==> src/rtl/semaforo_monitor.sv <==
// semaforo_monitor: passive observer for a red/yellow/green traffic-light
// interface. It registers the lamp wires, locks an FSM to the current phase,
// measures phase durations, checks phase order and lamp encoding, and keeps
// sticky error flags plus a wrapping count of completed light cycles.
//
// Optional build macro: SEMAFORO_MON_DUR_CHECK_EN
//   defined   -> duration range checks, overrun detection and dur_err_o
//   undefined -> that logic is absent and dur_err_o is tied to 0
module semaforo_monitor #(
   parameter int GREEN_TICKS  = 61,
   parameter int YELLOW_TICKS = 6,
   parameter int RED_TICKS    = 56,
   parameter int TOL          = 0,
   parameter int CNT_W        = 8
) (
   input  logic             clk_i,
   input  logic             rst_i,
   input  logic             red_i,
   input  logic             green_i,
   input  logic             yellow_i,
   input  logic             err_clr_i,
   output logic [1:0]       phase_o,
   output logic             phase_valid_o,
   output logic             seq_err_o,
   output logic             lamp_err_o,
   output logic             dur_err_o,
   output logic [CNT_W-1:0] last_dur_o,
   output logic [15:0]      cycles_o
);

   // State encoding doubles as the phase_o code.
   typedef enum logic [1:0] {
      ST_GREEN  = 2'b00,
      ST_YELLOW = 2'b01,
      ST_RED    = 2'b10,
      ST_SYNC   = 2'b11
   } state_t;

   localparam logic [CNT_W-1:0] CNT_ONE = {{(CNT_W-1){1'b0}}, 1'b1};

   // Duration counter stops at all-ones instead of wrapping.
   function automatic logic [CNT_W-1:0] sat_inc(input logic [CNT_W-1:0] v);
      return (&v) ? v : v + CNT_ONE;
   endfunction

   // The only legal successor of each phase.
   function automatic state_t legal_next(input state_t s);
      case (s)
         ST_GREEN:  return ST_YELLOW;
         ST_YELLOW: return ST_RED;
         ST_RED:    return ST_GREEN;
         default:   return ST_SYNC;
      endcase
   endfunction

   logic [2:0]       lamp_q;          // {red, yellow, green}
   logic             lamp_onehot;
   state_t           lamp_st;
   state_t           state_q, state_d;
   logic [CNT_W-1:0] dur_cnt_q, dur_cnt_d;
   logic [CNT_W-1:0] last_dur_q, last_dur_d;
   logic             partial_q, partial_d;
   logic [15:0]      cycles_q, cycles_d;
   logic             seq_err_q, seq_err_d;
   logic             lamp_err_q, lamp_err_d;
   logic             seq_set, lamp_set;

   // Input register: every decision below is made on the sampled lamps.
   always_ff @(posedge clk_i) begin
      if (rst_i) lamp_q <= 3'b000;
      else       lamp_q <= {red_i, yellow_i, green_i};
   end

   // Decode the sampled lamps into a phase, flagging anything not one-hot.
   always_comb begin
      lamp_onehot = 1'b1;
      lamp_st     = ST_SYNC;
      case (lamp_q)
         3'b001:  lamp_st = ST_GREEN;
         3'b010:  lamp_st = ST_YELLOW;
         3'b100:  lamp_st = ST_RED;
         default: lamp_onehot = 1'b0;
      endcase
   end

   // Next-state logic: phase tracking, duration count, order and lamp checks.
   always_comb begin
      state_d    = state_q;
      dur_cnt_d  = dur_cnt_q;
      last_dur_d = last_dur_q;
      partial_d  = partial_q;
      cycles_d   = cycles_q;
      seq_set    = 1'b0;
      lamp_set   = 1'b0;
      case (state_q)
         ST_SYNC: begin
            if (lamp_onehot) begin
               state_d   = lamp_st;
               dur_cnt_d = CNT_ONE;
               partial_d = 1'b1;
            end
         end
         default: begin
            if (!lamp_onehot) begin
               lamp_set = 1'b1;
               state_d  = ST_SYNC;
            end else if (lamp_st == state_q) begin
               dur_cnt_d = sat_inc(dur_cnt_q);
            end else begin
               last_dur_d = dur_cnt_q;
               dur_cnt_d  = CNT_ONE;
               state_d    = lamp_st;
               if (lamp_st == legal_next(state_q)) begin
                  partial_d = 1'b0;
                  if (state_q == ST_RED) cycles_d = cycles_q + 16'd1;
               end else begin
                  // Follow the observed lamp, but its length is untrustworthy.
                  partial_d = 1'b1;
                  seq_set   = 1'b1;
               end
            end
         end
      endcase
   end

   // Sticky flags: a set event in the clear cycle keeps the flag high.
   assign seq_err_d  = (seq_err_q  & ~err_clr_i) | seq_set;
   assign lamp_err_d = (lamp_err_q & ~err_clr_i) | lamp_set;

   // FSM and bookkeeping registers.
   always_ff @(posedge clk_i) begin
      if (rst_i) begin
         state_q    <= ST_SYNC;
         dur_cnt_q  <= '0;
         last_dur_q <= '0;
         partial_q  <= 1'b1;
         cycles_q   <= '0;
         seq_err_q  <= 1'b0;
         lamp_err_q <= 1'b0;
      end else begin
         state_q    <= state_d;
         dur_cnt_q  <= dur_cnt_d;
         last_dur_q <= last_dur_d;
         partial_q  <= partial_d;
         cycles_q   <= cycles_d;
         seq_err_q  <= seq_err_d;
         lamp_err_q <= lamp_err_d;
      end
   end

`ifdef SEMAFORO_MON_DUR_CHECK_EN
   function automatic int exp_ticks(input state_t s);
      case (s)
         ST_GREEN:  return GREEN_TICKS;
         ST_YELLOW: return YELLOW_TICKS;
         default:   return RED_TICKS;
      endcase
   endfunction

   // Lower bound clamps at zero so a large TOL cannot underflow.
   function automatic int lo_bound(input int e);
      return (e > TOL) ? e - TOL : 0;
   endfunction

   logic dur_err_q, dur_err_d;
   logic ovr_q, ovr_d;
   logic dur_set, trans, hold;
   int   lo_v, hi_v;

   // Range check on leaving a full phase; overrun reported once while in it.
   always_comb begin
      lo_v    = lo_bound(exp_ticks(state_q));
      hi_v    = exp_ticks(state_q) + TOL;
      trans   = (state_q != ST_SYNC) && (state_d != ST_SYNC) && (state_d != state_q);
      hold    = (state_q != ST_SYNC) && (state_d == state_q);
      dur_set = 1'b0;
      ovr_d   = 1'b0;
      if (hold) begin
         ovr_d = ovr_q;
         if (!partial_q && !ovr_q && (int'(dur_cnt_d) > hi_v)) begin
            dur_set = 1'b1;
            ovr_d   = 1'b1;
         end
      end
      if (trans && !partial_q &&
          ((int'(dur_cnt_q) < lo_v) || (int'(dur_cnt_q) > hi_v)))
         dur_set = 1'b1;
      dur_err_d = (dur_err_q & ~err_clr_i) | dur_set;
   end

   // Duration flag and per-phase overrun marker.
   always_ff @(posedge clk_i) begin
      if (rst_i) begin
         dur_err_q <= 1'b0;
         ovr_q     <= 1'b0;
      end else begin
         dur_err_q <= dur_err_d;
         ovr_q     <= ovr_d;
      end
   end

   assign dur_err_o = dur_err_q;
`else
   assign dur_err_o = 1'b0;
`endif

   assign phase_o       = state_q;
   assign phase_valid_o = (state_q != ST_SYNC);
   assign seq_err_o     = seq_err_q;
   assign lamp_err_o    = lamp_err_q;
   assign last_dur_o    = last_dur_q;
   assign cycles_o      = cycles_q;

endmodule

==> config.mk <==
export PLATFORM = sky130hd
export DESIGN_NAME = semaforo_monitor
export DESIGN_NICKNAME = d
export VERILOG_FILES = /design/src/rtl/semaforo_monitor.sv
export SDC_FILE = /design/constraint.sdc
export NUM_CORES = 1
export LEC_CHECK = 0
export BUFFER_PORTS_ARGS = -buffer_cell sky130_fd_sc_hd__buf_4
export CAP_MARGIN = 0
export CORE_MARGIN = 1.5
export CORE_UTILIZATION = 40
export CTS_BUF_LIST = sky130_fd_sc_hd__clkbuf_16
export CTS_CLUSTER_SIZE = 16
export DETAILED_ROUTE_END_ITERATION = 10
export PLACE_DENSITY = 0.6
export RECOVER_POWER = 100
export SYNTH_ARGS = -nofsm -noshare
export SYNTH_HDL_FRONTEND = slang
export SYNTH_SLANG_ARGS = --single-unit
==> constraint.sdc <==
create_clock -name clk_i -period 7.94 [get_ports clk_i]
set_clock_uncertainty 0.05 [all_clocks]
set_input_delay 0 -clock clk_i [delete_from_list [all_inputs] [get_ports clk_i]]
set_output_delay 0 -clock clk_i [all_outputs]
set_load 0.01 [all_outputs]
Word level (Yosys, flattened, before mapping):

Index checks and enable logic that the tools add are counted.

* flip-flop bits (word level): 39
* input bits: 6
* output and inout port bits: 30
* word-level logic and storage cells: 56

* add/sub/neg operators: 2
* eq/ne operators: 12
* mux-type cells: 21
* bitwise operators: 7
* reductions and logical operators: 7

Operators by type and width (count)
* 8-bit two-way mux: 5
* 16-bit by 1-bit adder with 16-bit output, second input constant: 1
* 2-bit two-way mux: 7
* 2-bit one-hot mux with 3 select lines: 2
* 8-bit by 1-bit adder with 8-bit output, second input constant: 1
* 8-bit AND reduction: 1
* 1-bit two-way mux: 7
* 3-bit by 2-bit inequality test with 1-bit output, second input constant: 2
* 5-bit AND reduction: 1
* 2-bit == test: 2
* 2-bit == test, second input constant: 2
* 2-bit inequality test, second input constant: 2
* 2-bit AND reduction: 2
* 3-bit by 1-bit == test with 1-bit output, second input constant: 1
* 3-bit by 2-bit == test with 1-bit output, second input constant: 1
* 3-bit == test, second input constant: 1
* 1-bit inverter: 3
* 3-bit AND reduction: 1
* 3-bit OR reduction: 1
* 1-bit bitwise AND: 2
* 2-bit by 1-bit == test with 1-bit output, second input constant: 1
* 2-bit logical NOT: 1
* 1-bit bitwise OR: 2

Depth between registers and ports, before layout:

Gate-level depths: netlist (run 1).

* depth after elaboration: 12
* gate-level depth with buffers: 9
* mapped depth without buffers: 7

Worst setup path before layout (run 1):

Ideal clock, no wire load.

* kind: register to register
* start point: register state_q[0], in the netlist phase_o[0]
* end point: register cycles_q[2], in the netlist cycles_o[2]
* setup time: 0.070 ns
* arrival: 2.595 ns
* data required time: 7.820 ns
* path slack: 5.225 ns
* cell stages (with the launch flop): 9
* path buffers: 1
* clock period less this slack: 2.715 ns
* path through: dfxtp_1 inv_1 ha_1 or3b_1 a2111oi_4 o31ai_2 buf_2 or4_1 a21oi_1

* word-level cells in the longest chain between the ends: 7
* elaborated cells between the ends (all ways): 13
* those cells by class: eq/ne: 5; mux: 4; bitwise: 2; reduce/logical: 2

RTL lines
* start, declared: RTL line 59 `state_t state_q, state_d;`
* start signal, assigned: RTL line 141 `state_q <= state_d;`
* 2-bit == test (tied with other cells): RTL line 48, 115
* 2-bit one-hot mux with 3 select lines: RTL line 48 `case (s)`
* 2-bit two-way mux: RTL line 107 `end else if (lamp_st == state_q) begin`
* 2-bit two-way mux: RTL line 104 `if (!lamp_onehot) begin`
* 2-bit two-way mux: RTL line 95 `case (state_q)`
* 2-bit == test: RTL line 113 `if (lamp_st == legal_next(state_q)) begin`
* 5-bit AND reduction (no source line) (*)
* end signal, assigned: RTL line 145 `cycles_q <= cycles_d;`
* end, declared: RTL line 63 `logic [15:0] cycles_q, cycles_d;`

Mark *: on every way between the ends. The rest lies on a longest branch, timed or not. The select of a mux whose other input is x is not followed.
A chain may end at the register's enable or synchronous reset.

Worst setup path in the final report (run 1):

* start point: register state_q[0], in the netlist phase_o[0]
* end point: register cycles_q[14], in the netlist cycles_o[14]

The elaborated chain is that of the path after synthesis.

==> flow_metrics.tcl, run 1 <==
set metrics [dict create \
    power_density_nw_per_um2 197 \
    vdd_drop_max_mv 0.117 \
    utilization_pct 48.4 \
    min_period_ps 3700 \
    cts-root-buf "clkbuf_16" \
    cts_resized 0 \
    area_growth_pct 16.4 \
    synth_area_um2 2120 \
    gp_congestion 0.771 \
    vias 1990 \
    htree_levels 2 \
    crit_start "phase_o[0]" \
    fin_area_um2 2470 \
    synth_top_area_cell "dfxtp_1" \
    initialDrtViolationCount 109 \
    worstMarginPinSlew_ps 1480 \
    ys_warn_count 0 \
    clockBufferDepth 2 \
    r2r_start "phase_o[0]" \
    avgSynthCellArea_um2 8.17 \
    drive_above_1_share_pct 5.50 \
    slew_headroom_pct 0.697 \
    cap_violations 1 \
    grt_pass1_vias 1742 \
    fp.dieW_um 75.9 \
    yosys.area.top_type_share_pct 36.8 \
    critPathCaptureType "flip-flop" \
    cp-endpoint "cycles_o[14]" \
    die-height_um 75.9 \
    holdPathStages 2 \
    drcViolationCount 0 \
    clock_sinks 39 \
    drtAntennaViolNets 0 \
    rows 26 \
    netlist_instances 260 \
    reg2reg_depth 7 \
    rr_endpoint "cycles_o[14]" \
    wirelength_mm 5.00 \
    start_util_pct 41.6 \
    synthTopCellsByCount "39 x dfxtp_1, 34 x nand2_1, 32 x a21oi_1" \
    ys_types 55 \
    synth_edf_count 0 \
    synthArstFlopShare_pct 0 \
    core_area_um2 5110 \
    setup_viol 0 \
    final_hold_viol_count 0 \
    min-delay-start "rst_i" \
    routedWlPerCell_um 13.9 \
    port_buffers 34 \
    maxSlewViolCount 0 \
    dieArea_um2 5750 \
    cts_tree "done" \
    pin_count 36 \
    rrSetupSlack_ps 4240 \
    synth_seq_area_share_pct 36.8 \
    grt_overflow 0 \
    worstSetupStartpointType "flip-flop" \
    synth_flop_cell "dfxtp_1" \
    ys_seq_elements 39 \
    post_dp_cell_area_um2 2400 \
    ctsHoldBuffers 4 \
    grt_max_degree 40 \
    cts_buffers 5 \
    n_antenna_cell 0 \
    syn_nets 271 \
    hp-class "input pin to flip-flop" \
    finalSetupTns_ps 0 \
    synth.most_common_cell "dfxtp_1" \
    track_usage_pct 18.2 \
    finalCritPeriodShare_pct 46.6 \
    required_ps 8060 \
    antenna_found_initial 0 \
    dp.final_hpwl_mm 3.33 \
    clk_pin_slew_ps 60 \
    status "finished with violations" \
    grt_pass1_wl_mm 8.12 \
    rsz0062_at_grt "no" \
    post_cts_buffers 0 \
    clk_latency_ps 280 \
    cp.arrival_ps 3810 \
    cp_max_fo 16 \
    crit_type "flip-flop to flip-flop" \
    cellLeakagePower_nw 0.844 \
    fmax_mhz 270 \
    viasPerCell 5.51 \
    first_pass_iters 4 \
    synth_area_leaders "dfxtp_1 37%, a21oi_1 7.5%, nand2_1 6.0%, o31ai_1 3.9%, or4_1 3.9%" \
    fin_nets 301 \
    violations "max-capacitance violations" \
]
## cell type report
class	instances	area, um2
clock inverters	3	43.8
flip-flops and latches	39	781
well taps	70	87.6
clock buffers	5	125
multi-input cells	200	1220
fillers	538	2640
repair buffers	38	186
inverters	6	22.5
## power breakdown
group,switching (mW),leakage [nW],internal [mW]
sequential,0.00695,0.316,0.200
combinational,0.0336,0.444,0.0184
clock,0.0811,0.0838,0.148
total,0.122,0.844,0.366
## metrics by stage
stage	setup slack (ps)	instances	hold WS (ps)	total power [mW]
detailed placement	4940	349	168	0.266
floorplan	5220	260	78.2	0.251
global route	3800	361	104	0.507
finish	4240	361	86.2	0.488
CTS	4920	361	84.6	0.497
global placement	5020	349	162	0.266
## cells in the final DEF (no fill, tap or decap), types with 3 or more instances in the layout
| cell type | instances |
|---|---|
| or4_1 | 11 |
| dlygate4sd3_1 | 4 |
| clkbuf_1 | 29 |
| or3_1 | 6 |
| nand2_1 | 34 |
| nand4_1 | 7 |
| nor2b_1 | 7 |
| nor2_1 | 10 |
| and3_1 | 5 |
| clkbuf_4 | 3 |
| dfxtp_1 | 39 |
| inv_1 | 6 |
| nand3_1 | 12 |
| a21o_1 | 3 |
| o31ai_1 | 12 |
| ha_1 | 5 |
| nor3b_1 | 4 |
| a21oi_1 | 32 |
| clkbuf_16 | 5 |
| o21ai_0 | 7 |
| o211ai_1 | 3 |
## routing by layer
metal | vias to the layer above | part of all wire (%) | track usage (%)
met5 | - | 0 | 0
met4 | 0 | 1.2 | 5.75
met3 | 8 | 3.0 | 3.44
met2 | 26 | 44 | 27.1
met1 | 929 | 52 | 26.2
li1 | 1027 | - | -
## registers in the layout (all words and copies together), names as in the netlist
register	flops
lamp_err_o	1
last_dur_o	8
cycles_o	16
seq_err_o	1
lamp_q	3
phase_o	2
dur_cnt_q	8
## critical path, cell delays in order, from the launching register on
cell and delay [ps]:
dfxtp_1 520, inv_1 140, ha_1 380, or3b_1 360, a2111oi_0 870, o31ai_1 500, nor4_1 420, mux2_1 350
## worst min path at each step
| stage | end | slack [ps] |
|---|---|---|
| after floorplan | lamp_q[0] | 80 |
| after CTS | lamp_err_o | 80 |
| after global placement | lamp_q[0] | 160 |
| after detailed placement | lamp_q[0] | 170 |
| after global routing | seq_err_o | 100 |
| final | lamp_err_o | 90 |
## cell families after synthesis
| family | Yosys count | synth area share, % |
|---|---|---|
| AND/OR/NAND/NOR | 113 | 29.3 |
| AO/OA/AOI/OAI | 76 | 24.3 |
| flip-flops | 39 | 36.8 |
| buffers and inverters | 21 | 4.12 |
| adder cells (fa/ha/maj) | 6 | 3.42 |
| XOR/XNOR | 2 | 0.825 |
| multiplexers | 2 | 1.06 |
| other | 1 | 0.177 |
(Power assumes the default switching activity.)
==> run 2: changes to the inputs <==
PLACE_DENSITY = 0.62   (was 0.6)
clock period = 3.2 ns   (was 7.94 ns; I/O delays follow)
==> run 2 against run 1 <==
  * The flow now finishes without violations
  * Critical endpoint unchanged
  * Routed wire length up 0.52%
  * Cell area up 1.4%
  * Utilization up 0.66 points
  * Flip-flop and latch count unchanged
  * Maximum frequency up 28%
  * Critical path type unchanged
  * Highest routed layer unchanged
  * Count of clock-buffer cells in the layout unchanged
  * Total power up 150%
==> flow_metrics.tcl, run 2 (same netlist as run 1, synthesis figures left out) <==
set metrics [dict create \
    ctsHoldBuffers 4 \
    dp.final_hpwl_mm 3.49 \
    min_period_ps 2880 \
    pin_count 36 \
    cellLeakagePower_nw 0.855 \
    power_density_nw_per_um2 480 \
    required_ps 3310 \
    routedWlPerCell_um 13.8 \
    wirelength_mm 5.03 \
    regArea_um2 781 \
    track_usage_pct 18.7 \
    status "finished, final reports clean" \
    clk_latency_ps 280 \
    slew_headroom_pct 22.9 \
    fmax_mhz 347 \
    cts_buffers 5 \
    cp_max_fo 16 \
    worstSetupStartpointType "flip-flop" \
    drive_above_1_share_pct 6.12 \
    vias 2033 \
    htree_levels 2 \
    viasPerCell 5.59 \
    cap_violations 0 \
    area_growth_pct 18.0 \
    worstMarginPinSlew_ps 1130 \
    post_cts_buffers 0 \
    start_util_pct 41.6 \
    gp_congestion 0.758 \
    grt_overflow 0 \
    mostFrequentLayoutCells "39 x dfxtp_1, 34 x nand2_1, 32 x a21oi_1, 31 x clkbuf_1, 12 x nand3_1" \
    die-height_um 75.9 \
    fp.dieW_um 75.9 \
    port_buffers 34 \
    antenna_found_initial 0 \
    rows 26 \
    rsz0062_at_grt "no" \
    cts_tree "done" \
    cts_resized 0 \
    finalSetupTns_ps 0 \
    final_hold_viol_count 0 \
    grt_max_degree 40 \
    initialDrtViolationCount 78 \
    grt_pass1_vias 1740 \
    multi_input_area_um2 1250 \
    critPathCaptureType "flip-flop" \
    nFillCells 542 \
    holdWs_ps 78.5 \
    crit_type "flip-flop to flip-flop" \
    layout_commonest_cell "dfxtp_1" \
    clock_sinks 39 \
    grt_pass1_wl_mm 8.36 \
    setup_viol 0 \
    finalCritPeriodShare_pct 90.1 \
    drcViolationCount 0 \
    clk_pin_slew_ps 60 \
    n_antenna_cell 0 \
    cts-root-buf "clkbuf_16" \
    hp-class "input pin to flip-flop" \
    maxSlewViolCount 0 \
    drtAntennaViolNets 0 \
    dieArea_um2 5750 \
    cp.arrival_ps 2990 \
    first_pass_iters 4 \
    largest_reg_flops 16 \
    core_area_um2 5110 \
    fin_nets 304 \
    vdd_drop_max_mv 0.207 \
    clockBufferDepth 2 \
]
## run 2: cell types whose count changed in the layout (fill, tap and decap cells not counted)
cell       delta
o311ai_0      -2
o21ai_1       -1
o21ai_0       +1
clkinv_1      +1
clkbuf_1      +2
o311ai_1      +2
buf_4         +1
o31ai_2       +1
clkinv_4      -1
a2111oi_4     +1
a2111oi_0     -1
o31ai_1       -1
## run 2: cell type report
cell class	count	area share, %
clock buffer	5	5.00
clock inverter	3	1.55
inverter	6	0.899
multi-input combinational	200	49.9
sequential	39	31.2
tap	70	3.50
timing repair buffer	41	8.04
## run 2: metrics by stage
stage	cell area, um2	worst slack (ps)	utilization (%)	std cells	total power [mW]
6_report	2500	317	49.0	364	1.20
5_1_grt	2500	83.7	49.0	364	1.26
4_1_cts	2630	317	51.4	364	1.23
3_5_place_dp	2420	328	47.5	352	0.668
3_3_place_gp	2420	406	47.5	352	0.665
2_1_floorplan	2120	485	-	260	0.623
## run 2: worst paths after layout
path              cells after the start             to          start  slack, ps
setup reg to reg                      7   cycles_o[14]     phase_o[1]        320
hold reg to reg                       2  last_dur_o[3]  last_dur_o[3]        400
setup / recovery                      7   cycles_o[14]     phase_o[1]        320
hold / removal                        2      lamp_q[2]          rst_i         80
## run 2: critical path, cell delays in order (launching register included)
cell and delay [ps]:
dfxtp_1 520, inv_1 110, ha_1 260, o21ba_2 230
a22o_1 280, o31ai_2 820, nor4_1 140, mux2_1 340
## run 2: report_power, final
group | switching [mW] | total (mW) | internal (mW)
Clock | 0.187 | 0.550 | 0.363
Sequential | 0.0153 | 0.511 | 0.495
Combinational | 0.0914 | 0.141 | 0.0497
Total | 0.293 | 1.20 | 0.908
## run 2: routing by layer
layer / vias up / part of all wire [%] / track usage, %
met5: - / 0 / 0
met4: 0 / 0.92 / 4.17
met3: 5 / 3.4 / 3.70
met2: 39 / 43 / 27.7
met1: 947 / 52 / 28.0
li1: 1042 / - / -
